--- config.mk ---
export PLATFORM = sky130hd
export DESIGN_NAME = tap_tms_driver
export DESIGN_NICKNAME = d
export VERILOG_FILES = /design/src/rtl/tap_pkg.sv /design/src/rtl/tap_shadow.sv /design/src/rtl/tap_tms_driver.sv
export SDC_FILE = /design/constraint.sdc
export NUM_CORES = 1
export LEC_CHECK = 0
export CORE_UTILIZATION = 56
export CTS_BUF_LIST = sky130_fd_sc_hd__clkbuf_16
export DETAILED_ROUTE_END_ITERATION = 16
export GPL_TIMING_DRIVEN = 1
export PLACE_DENSITY_LB_ADDON = 0.05
export SLEW_MARGIN = 20
export SYNTH_ARGS = -nofsm -noshare
export SYNTH_HDL_FRONTEND = slang
export SYNTH_HIERARCHICAL = 1
export SYNTH_SLANG_ARGS = --single-unit
--- constraint.sdc ---
create_clock -name GCLK_Pad -period 2.9 [get_ports GCLK_Pad]
set_clock_uncertainty 0.1 [all_clocks]
set_input_delay 0.725 -clock GCLK_Pad [delete_from_list [all_inputs] [get_ports GCLK_Pad]]
set_output_delay 0.725 -clock GCLK_Pad [all_outputs]
set_load 0.02 [all_outputs]
--- src/rtl/tap_pkg.sv ---
// Purpose: shared TAP definitions. Holds the 4-bit state encoding, the driver
//          FSM state type, and the helper functions: stability test, self-loop
//          TMS value, the TAP next-state table and the shortest-path router.
// Ports:   none (package).
package tap_pkg;

    localparam logic [3:0] TLR    = 4'hF;
    localparam logic [3:0] RTI    = 4'hC;
    localparam logic [3:0] SEL_DR = 4'h7;
    localparam logic [3:0] CAP_DR = 4'h6;
    localparam logic [3:0] SH_DR  = 4'h2;
    localparam logic [3:0] EX1_DR = 4'h1;
    localparam logic [3:0] PAU_DR = 4'h3;
    localparam logic [3:0] EX2_DR = 4'h0;
    localparam logic [3:0] UPD_DR = 4'h5;
    localparam logic [3:0] SEL_IR = 4'h4;
    localparam logic [3:0] CAP_IR = 4'hE;
    localparam logic [3:0] SH_IR  = 4'hA;
    localparam logic [3:0] EX1_IR = 4'h9;
    localparam logic [3:0] PAU_IR = 4'hB;
    localparam logic [3:0] EX2_IR = 4'h8;
    localparam logic [3:0] UPD_IR = 4'hD;

    localparam int FORCE_LEN = 5;

    typedef enum logic [2:0] {
        ST_IDLE,
        ST_FORCE,
        ST_STEP,
        ST_HOLD,
        ST_DONE
    } drv_state_e;

    // States with a self-loop; only these may be requested as targets.
    function automatic logic is_stable(input logic [3:0] s);
        return (s == TLR) || (s == RTI) || (s == SH_DR) || (s == PAU_DR) ||
               (s == SH_IR) || (s == PAU_IR);
    endfunction

    // TMS that keeps the TAP where it is. A non-stable state has no such
    // value; 1 is used so the TAP drifts toward TLR instead of into a scan.
    function automatic logic self_loop_tms(input logic [3:0] s);
        return (s == TLR) || !is_stable(s);
    endfunction

    function automatic logic is_ir_side(input logic [3:0] s);
        return (s == SEL_IR) || (s == CAP_IR) || (s == SH_IR) || (s == EX1_IR) ||
               (s == PAU_IR) || (s == EX2_IR) || (s == UPD_IR);
    endfunction

    function automatic logic [3:0] next_state(input logic [3:0] cur, input logic tms);
        logic [3:0] n;
        case (cur)
            TLR:     n = tms ? TLR    : RTI;
            RTI:     n = tms ? SEL_DR : RTI;
            SEL_DR:  n = tms ? SEL_IR : CAP_DR;
            CAP_DR:  n = tms ? EX1_DR : SH_DR;
            SH_DR:   n = tms ? EX1_DR : SH_DR;
            EX1_DR:  n = tms ? UPD_DR : PAU_DR;
            PAU_DR:  n = tms ? EX2_DR : PAU_DR;
            EX2_DR:  n = tms ? UPD_DR : SH_DR;
            UPD_DR:  n = tms ? SEL_DR : RTI;
            SEL_IR:  n = tms ? TLR    : CAP_IR;
            CAP_IR:  n = tms ? EX1_IR : SH_IR;
            SH_IR:   n = tms ? EX1_IR : SH_IR;
            EX1_IR:  n = tms ? UPD_IR : PAU_IR;
            PAU_IR:  n = tms ? EX2_IR : PAU_IR;
            EX2_IR:  n = tms ? UPD_IR : SH_IR;
            default: n = tms ? SEL_DR : RTI;   // UPD_IR
        endcase
        return n;
    endfunction

    // One step of the shortest path from cur toward tgt. The scan-column
    // states compare against the Sh/Pau/Ex1/Ex2 of cur's own column, so a
    // target in the other column always leaves through Update.
    function automatic logic route_tms(input logic [3:0] cur, input logic [3:0] tgt);
        logic       ir;
        logic [3:0] sh, pau, ex1, ex2;
        logic       r;
        ir  = is_ir_side(cur);
        sh  = ir ? SH_IR  : SH_DR;
        pau = ir ? PAU_IR : PAU_DR;
        ex1 = ir ? EX1_IR : EX1_DR;
        ex2 = ir ? EX2_IR : EX2_DR;
        case (cur)
            TLR:                        r = (tgt == TLR);
            RTI:                        r = (tgt != RTI);
            SEL_DR:                     r = is_ir_side(tgt) || (tgt == TLR);
            SEL_IR:                     r = (tgt == TLR);
            CAP_DR, CAP_IR:             r = (tgt != sh);
            SH_DR, SH_IR, PAU_DR, PAU_IR: r = (tgt != cur);
            EX1_DR, EX1_IR:             r = !((tgt == pau) || (tgt == ex2) || (tgt == sh));
            EX2_DR, EX2_IR:             r = !((tgt == sh) || (tgt == ex1) || (tgt == pau));
            default:                    r = (tgt != RTI);   // UPD_DR, UPD_IR
        endcase
        return r;
    endfunction

endpackage

--- src/rtl/tap_shadow.sv ---
// Purpose: shadow copy of the downstream TAP state. Advances on every clock
//          with the TMS value being driven, delays the shadow by OBS_LAT
//          cycles to line it up with the TAP's observed state, and keeps a
//          sticky flag when the two ever disagree.
// Ports:   clk_i, rst_ni     clock, async active-low reset
//          tms_i             TMS currently on the pad
//          mis_clr_i         restart the sticky mismatch flag
//          obs_i             observed TAP state
//          shadow_o          shadow state register
//          shadow_d_o        shadow state after the coming edge
//          mismatch_o        sticky divergence flag
module tap_shadow
    import tap_pkg::*;
#(
    parameter int OBS_LAT = 1
) (
    input  logic       clk_i,
    input  logic       rst_ni,
    input  logic       tms_i,
    input  logic       mis_clr_i,
    input  logic [3:0] obs_i,
    output logic [3:0] shadow_o,
    output logic [3:0] shadow_d_o,
    output logic       mismatch_o
);

    logic [3:0] shadow_q;
    logic [3:0] shadow_d;
    logic [3:0] obs_ref;
    logic       mismatch_q;

    assign shadow_d = next_state(shadow_q, tms_i);

    generate
        if (OBS_LAT == 0) begin : g_no_dly
            assign obs_ref = shadow_q;
        end else begin : g_dly
            logic [3:0] dly_q [OBS_LAT];
            always_ff @(posedge clk_i or negedge rst_ni) begin
                if (!rst_ni) begin
                    for (int i = 0; i < OBS_LAT; i++) dly_q[i] <= TLR;
                end else begin
                    dly_q[0] <= shadow_q;
                    for (int i = 1; i < OBS_LAT; i++) dly_q[i] <= dly_q[i-1];
                end
            end
            assign obs_ref = dly_q[OBS_LAT-1];
        end
    endgenerate

    // A clear restarts the flag from this cycle's comparison so a divergence
    // seen on the clearing edge itself is not lost.
    always_ff @(posedge clk_i or negedge rst_ni) begin
        if (!rst_ni) begin
            shadow_q   <= TLR;
            mismatch_q <= 1'b0;
        end else begin
            shadow_q   <= shadow_d;
            mismatch_q <= (mismatch_q && !mis_clr_i) || (obs_ref != obs_i);
        end
    end

    assign shadow_o   = shadow_q;
    assign shadow_d_o = shadow_d;
    assign mismatch_o = mismatch_q;

endmodule

--- src/rtl/tap_tms_driver.sv ---
// Purpose: TAP initiator. Accepts a target-state request, drives TMS along the
//          shortest legal path (or five ones for TLR), dwells req_hold cycles
//          in the target, then pulses done. Rejected targets and watchdog
//          aborts pulse err.
// Ports:   GCLK_Pad, TRST_Pad    clock, async active-low reset
//          req_valid/req_ready   request handshake
//          req_target, req_hold  target state and extra dwell cycles
//          TMS_Pad               registered TMS to the TAP
//          state_obs_in          TAP state feedback
//          shadow_state          shadow TAP state
//          busy, done, err       status (done/err are 1-cycle pulses)
//          mismatch              sticky feedback divergence
//
// Handshake: a request transfers on a rising edge where req_valid && req_ready.
// req_ready is high only in IDLE; the requester keeps req_valid and its payload
// stable until that edge and may drop them afterwards.
module tap_tms_driver
    import tap_pkg::*;
#(
    parameter int MAX_STEPS = 8,
    parameter int HOLD_W    = 8,
    parameter int OBS_LAT   = 1
) (
    input  logic              GCLK_Pad,
    input  logic              TRST_Pad,
    input  logic              req_valid,
    output logic              req_ready,
    input  logic [3:0]        req_target,
    input  logic [HOLD_W-1:0] req_hold,
    output logic              TMS_Pad,
    input  logic [3:0]        state_obs_in,
    output logic [3:0]        shadow_state,
    output logic              busy,
    output logic              done,
    output logic              err,
    output logic              mismatch
);

    localparam int CNT_W = $clog2(MAX_STEPS + FORCE_LEN + 1);

    drv_state_e        state_q;
    logic [3:0]        tgt_q;
    logic [HOLD_W-1:0] hold_q;
    logic [CNT_W-1:0]  cnt_q;
    logic              tms_q;
    logic              ready_q;
    logic              busy_q;
    logic              done_q;
    logic              err_q;
    logic [3:0]        shadow_q;
    logic [3:0]        shadow_d;
    logic              accept;

    assign accept = req_valid && ready_q;

    tap_shadow #(
        .OBS_LAT (OBS_LAT)
    ) u_shadow (
        .clk_i      (GCLK_Pad),
        .rst_ni     (TRST_Pad),
        .tms_i      (tms_q),
        .mis_clr_i  (accept),
        .obs_i      (state_obs_in),
        .shadow_o   (shadow_q),
        .shadow_d_o (shadow_d),
        .mismatch_o (mismatch)
    );

    // tms_q is the value for the coming cycle, so every branch computes it from
    // shadow_d (where the TAP will be after this edge). By default it holds
    // the TAP in place.
    always_ff @(posedge GCLK_Pad or negedge TRST_Pad) begin
        if (!TRST_Pad) begin
            state_q <= ST_IDLE;
            tgt_q   <= TLR;
            hold_q  <= '0;
            cnt_q   <= '0;
            tms_q   <= 1'b1;
            ready_q <= 1'b1;
            busy_q  <= 1'b0;
            done_q  <= 1'b0;
            err_q   <= 1'b0;
        end else begin
            done_q <= 1'b0;
            err_q  <= 1'b0;
            tms_q  <= self_loop_tms(shadow_d);
            case (state_q)
                ST_IDLE: begin
                    if (accept) begin
                        tgt_q  <= req_target;
                        hold_q <= req_hold;
                        cnt_q  <= '0;
                        if (req_target == TLR) begin
                            state_q <= ST_FORCE;
                            tms_q   <= 1'b1;
                            ready_q <= 1'b0;
                            busy_q  <= 1'b1;
                        end else if (!is_stable(req_target)) begin
                            err_q <= 1'b1;
                        end else if (req_target != shadow_d) begin
                            state_q <= ST_STEP;
                            tms_q   <= route_tms(shadow_d, req_target);
                            ready_q <= 1'b0;
                            busy_q  <= 1'b1;
                        end else if (req_hold != '0) begin
                            state_q <= ST_HOLD;
                            ready_q <= 1'b0;
                            busy_q  <= 1'b1;
                        end else begin
                            state_q <= ST_DONE;
                            done_q  <= 1'b1;
                            ready_q <= 1'b0;
                        end
                    end
                end
                ST_FORCE: begin
                    cnt_q <= cnt_q + 1'b1;
                    if (cnt_q == CNT_W'(FORCE_LEN - 1)) begin
                        if (hold_q != '0) begin
                            state_q <= ST_HOLD;
                        end else begin
                            state_q <= ST_DONE;
                            done_q  <= 1'b1;
                            busy_q  <= 1'b0;
                        end
                    end else begin
                        tms_q <= 1'b1;
                    end
                end
                ST_STEP: begin
                    cnt_q <= cnt_q + 1'b1;
                    if (shadow_d == tgt_q) begin
                        if (hold_q != '0) begin
                            state_q <= ST_HOLD;
                        end else begin
                            state_q <= ST_DONE;
                            done_q  <= 1'b1;
                            busy_q  <= 1'b0;
                        end
                    end else if (cnt_q == CNT_W'(MAX_STEPS - 1)) begin
                        // Watchdog: the shadow keeps tracking, only the request is dropped.
                        state_q <= ST_IDLE;
                        err_q   <= 1'b1;
                        ready_q <= 1'b1;
                        busy_q  <= 1'b0;
                    end else begin
                        tms_q <= route_tms(shadow_d, tgt_q);
                    end
                end
                ST_HOLD: begin
                    hold_q <= hold_q - 1'b1;
                    if (hold_q == HOLD_W'(1)) begin
                        state_q <= ST_DONE;
                        done_q  <= 1'b1;
                        busy_q  <= 1'b0;
                    end
                end
                ST_DONE: begin
                    state_q <= ST_IDLE;
                    ready_q <= 1'b1;
                end
                default: begin
                    state_q <= ST_IDLE;
                    ready_q <= 1'b1;
                    busy_q  <= 1'b0;
                end
            endcase
        end
    end

    assign req_ready    = ready_q;
    assign TMS_Pad      = tms_q;
    assign shadow_state = shadow_q;
    assign busy         = busy_q;
    assign done         = done_q;
    assign err          = err_q;

endmodule
==> impl_metrics.env <==
export IMPL_finalWeightedCongestion=0.881
export IMPL_synth_compound_area_share_pct=23.0
export IMPL_cts_sinks=33
export IMPL_syn_num_nets=311
export IMPL_min_path_type="flip-flop to flip-flop"
export IMPL_yosysWarnings=6
export IMPL_cts_buffers=5
export IMPL_grt_max_degree=34
export IMPL_max_freq_mhz=375
export IMPL_setup_viol=0
export IMPL_tightest_slew_ns=0.607
export IMPL_muxShareOfSynthArea_pct=1.36
export IMPL_status="finished, final reports clean"
export IMPL_rows=23
export IMPL_cts_resized=0
export IMPL_drc=0
export IMPL_htreeDepth=2
export IMPL_report_final_slew_viol_count=0
export IMPL_synth_top_area_share_pct=19.8
export IMPL_timing_final_crit_period_ns=2.66
export IMPL_port_buffers=28
export IMPL_core_area_um2=4060
export IMPL_cts_tree="built"
export IMPL_ys_seq_area_share_pct=35.1
export IMPL_worstPathRequired_ns=2.95
export IMPL_clk_path_buf_depth=2
export IMPL_ys_top_cells_by_area="dfrtp_1 (20%), dfstp_2 (15%), nand2_1 (5.0%)"
export IMPL_synthSimpleGateAreaFrac_pct=27.9
export IMPL_clkTransAtPathRegs_ns=0.05
export IMPL_maxSlewHeadroom_pct=59.5
export IMPL_stdcell_area_um2=2870
export IMPL_hold_viol_final=0
export IMPL_first_pass_iters=5
export IMPL_ys_types=64
export IMPL_fp_dieArea_um2=4550
export IMPL_ant_nets=0
export IMPL_cts_root_buf="clkbuf_16"
export IMPL_finalSetupTns_ns=0
export IMPL_fin_hold_ws_ns=0.299
export IMPL_drtIter0Drc=204
export IMPL_crit_path_max_fanout=7
export IMPL_crit_chain="and2b_1 > o21ai_0 > o211ai_1 > xor2_1 > or4_4 > and3b_4 > o41ai_2 > nand3_1"
export IMPL_ios=29
export IMPL_synth_fa_ha_area_share_pct=2.09
export IMPL_clock_latency_ns=0.28
export IMPL_die_height_um=67.5
export IMPL_drt_total_wl_um=5570
export IMPL_cpLargestDelayFamily="simple AND/OR/NAND/NOR gates"
export IMPL_synth_common_cells="nand2_1 (32), nor2_1 (21), dfrtp_1 (19)"
export IMPL_post_dp_cell_area_um2=2730
export IMPL_antenna_found_initial=0
export IMPL_rsz0062_at_grt="no"
export IMPL_area_growth_synth_to_final_pct=19.4
export IMPL_grt_pass1_wl_um=8980
export IMPL_critPathSlowestCell="dfstp_2"
export IMPL_worstSetupPathType="flip-flop to flip-flop"
export IMPL_max_cap_violations=0
export IMPL_ys_ff_latch=33
export IMPL_hpwlAfterDp_um=3950
export IMPL_nets=336
export IMPL_synth_top_family_by_area="simple AND/OR/NAND/NOR gates"
export IMPL_arrival_ns=2.71
export IMPL_cts_hold_fix_buffers=0
export IMPL_synth_xor_area_share_pct=5.11
export IMPL_endpoint_kind="flip-flop"
export IMPL_post_cts_buffers=0
export IMPL_synthCells=288
export IMPL_track_usage_pct=26.4
export IMPL_synthFlopType="dfrtp_1"
export IMPL_p_leak_nw=1.11
export IMPL_power_density_nw_per_um2=1170
export IMPL_grt_pass1_vias=2000
export IMPL_synth_avg_cell_area_um2=8.33
export IMPL_synth_top_area_cell="dfrtp_1"
export IMPL_vias=2240
export IMPL_cp_slowest_stage_delay_ns=0.57
export IMPL_wl_per_cell_um=15.3
export IMPL_drive_gt1_share_pct=13.4
export IMPL_start_util_pct=59.1
export IMPL_netlist_area_um2=2400
export IMPL_final_period_utilization_pct=91.9
export IMPL_peakVddDrop_mv=0.547
export IMPL_async_reset_ff_share_pct=100
export IMPL_synth_edf_count=0
export IMPL_viasPerCell=6.15
export IMPL_critPathBufInv=0
export IMPL_overflow=0
export IMPL_yosysMostFrequentCell="nand2_1"
export IMPL_cp_start_kind="flip-flop"
export IMPL_die_w_um=67.5
export IMPL_diodes=0
-- layout by cell type (no fill, tap or decap), types with 3 or more instances in the layout --
master / synthesis / final
nand2_1: 32 / 32
a211oi_1: 5 / 5
a21boi_0: 5 / 5
inv_1: 9 / 10
buf_4: 0 / 10
dfrtp_1: 19 / 19
o22ai_1: 4 / 4
nand3b_1: 4 / 4
xnor2_1: 7 / 7
nor3b_1: 5 / 5
nand4_1: 6 / 6
xor2_1: 7 / 7
or3_1: 4 / 4
o21ai_0: 14 / 14
a21oi_1: 18 / 18
clkdlybuf4s50_1: 0 / 28
ha_1: 4 / 4
a31oi_1: 3 / 3
nor2_1: 21 / 21
nor4_1: 6 / 6
nand2b_1: 6 / 6
nand3_1: 10 / 10
or3b_2: 3 / 3
o211ai_1: 5 / 5
dfstp_2: 14 / 14
nor3_1: 7 / 7
clkbuf_16: 0 / 5
-- layout make-up --
type | instances | area [µm²]
clock buffers | 5 | 125
clock inverters | 3 | 13.8
repair buffers | 38 | 355
well taps | 50 | 62.6
fillers | 344 | 1190
inverters | 10 | 37.5
multi-input cells | 225 | 1430
flip-flops and latches | 33 | 843
-- registers in the layout, summed over array words and instances, names as in the netlist, 3 cells and up --
register,cells
hold_q,8
tgt_q,4
u_shadow/shadow_o,4
u_shadow/g_dly.dly_q,4
state_q,3
cnt_q,4
-- final timing paths --
check	startpoint	endpoint	slack, ns	cells past startpoint
worst max-delay path	u_shadow/shadow_o[1]	busy	0.24	8
worst min-delay path	u_shadow/shadow_o[1]	u_shadow/g_dly.dly_q[1]	0.30	0
worst max register to register	u_shadow/shadow_o[1]	busy	0.24	8
worst min register to register	u_shadow/shadow_o[1]	u_shadow/g_dly.dly_q[1]	0.30	0
max in group asynchronous	TRST_Pad	u_shadow/shadow_o[3]	1.61	2
min in group asynchronous	TRST_Pad	cnt_q[3]	0.75	2
-- cell families after synthesis --
kind of cell / count (synthesis)
xor+xnor: 14
compound gates: 81
buf+inv: 30
mux: 3
flops: 33
fa+ha+maj: 4
simple gates: 123
-- routing by layer --
layer	track usage, %	up-vias	part of all wire, %
li1	-	1107	-
met1	35.9	1048	45
met2	41.6	78	47
met3	5.24	7	5.9
met4	8.78	0	1.4
met5	0	-	0
-- through the flow --
step | total power (W) | cells | worst slack, ns | utilization, %
2_1_floorplan | 0.00234 | 288 | 0.202 | -
3_3_place_gp | 0.00277 | 356 | 0.239 | 67.2
3_5_place_dp | 0.00282 | 356 | 0.183 | 67.2
4_1_cts | 0.00335 | 364 | 0.257 | 70.6
5_1_grt | 0.00361 | 364 | 0.0617 | 70.6
6_report | 0.00335 | 364 | 0.236 | 70.6
-- power breakdown --
group          switching [W]  total (W)  internal (W)
clock               0.000192   0.000503      0.000311
combinational       0.000972    0.00182      0.000847
sequential          0.000302    0.00103      0.000727
(Power assumes the default switching activity.)
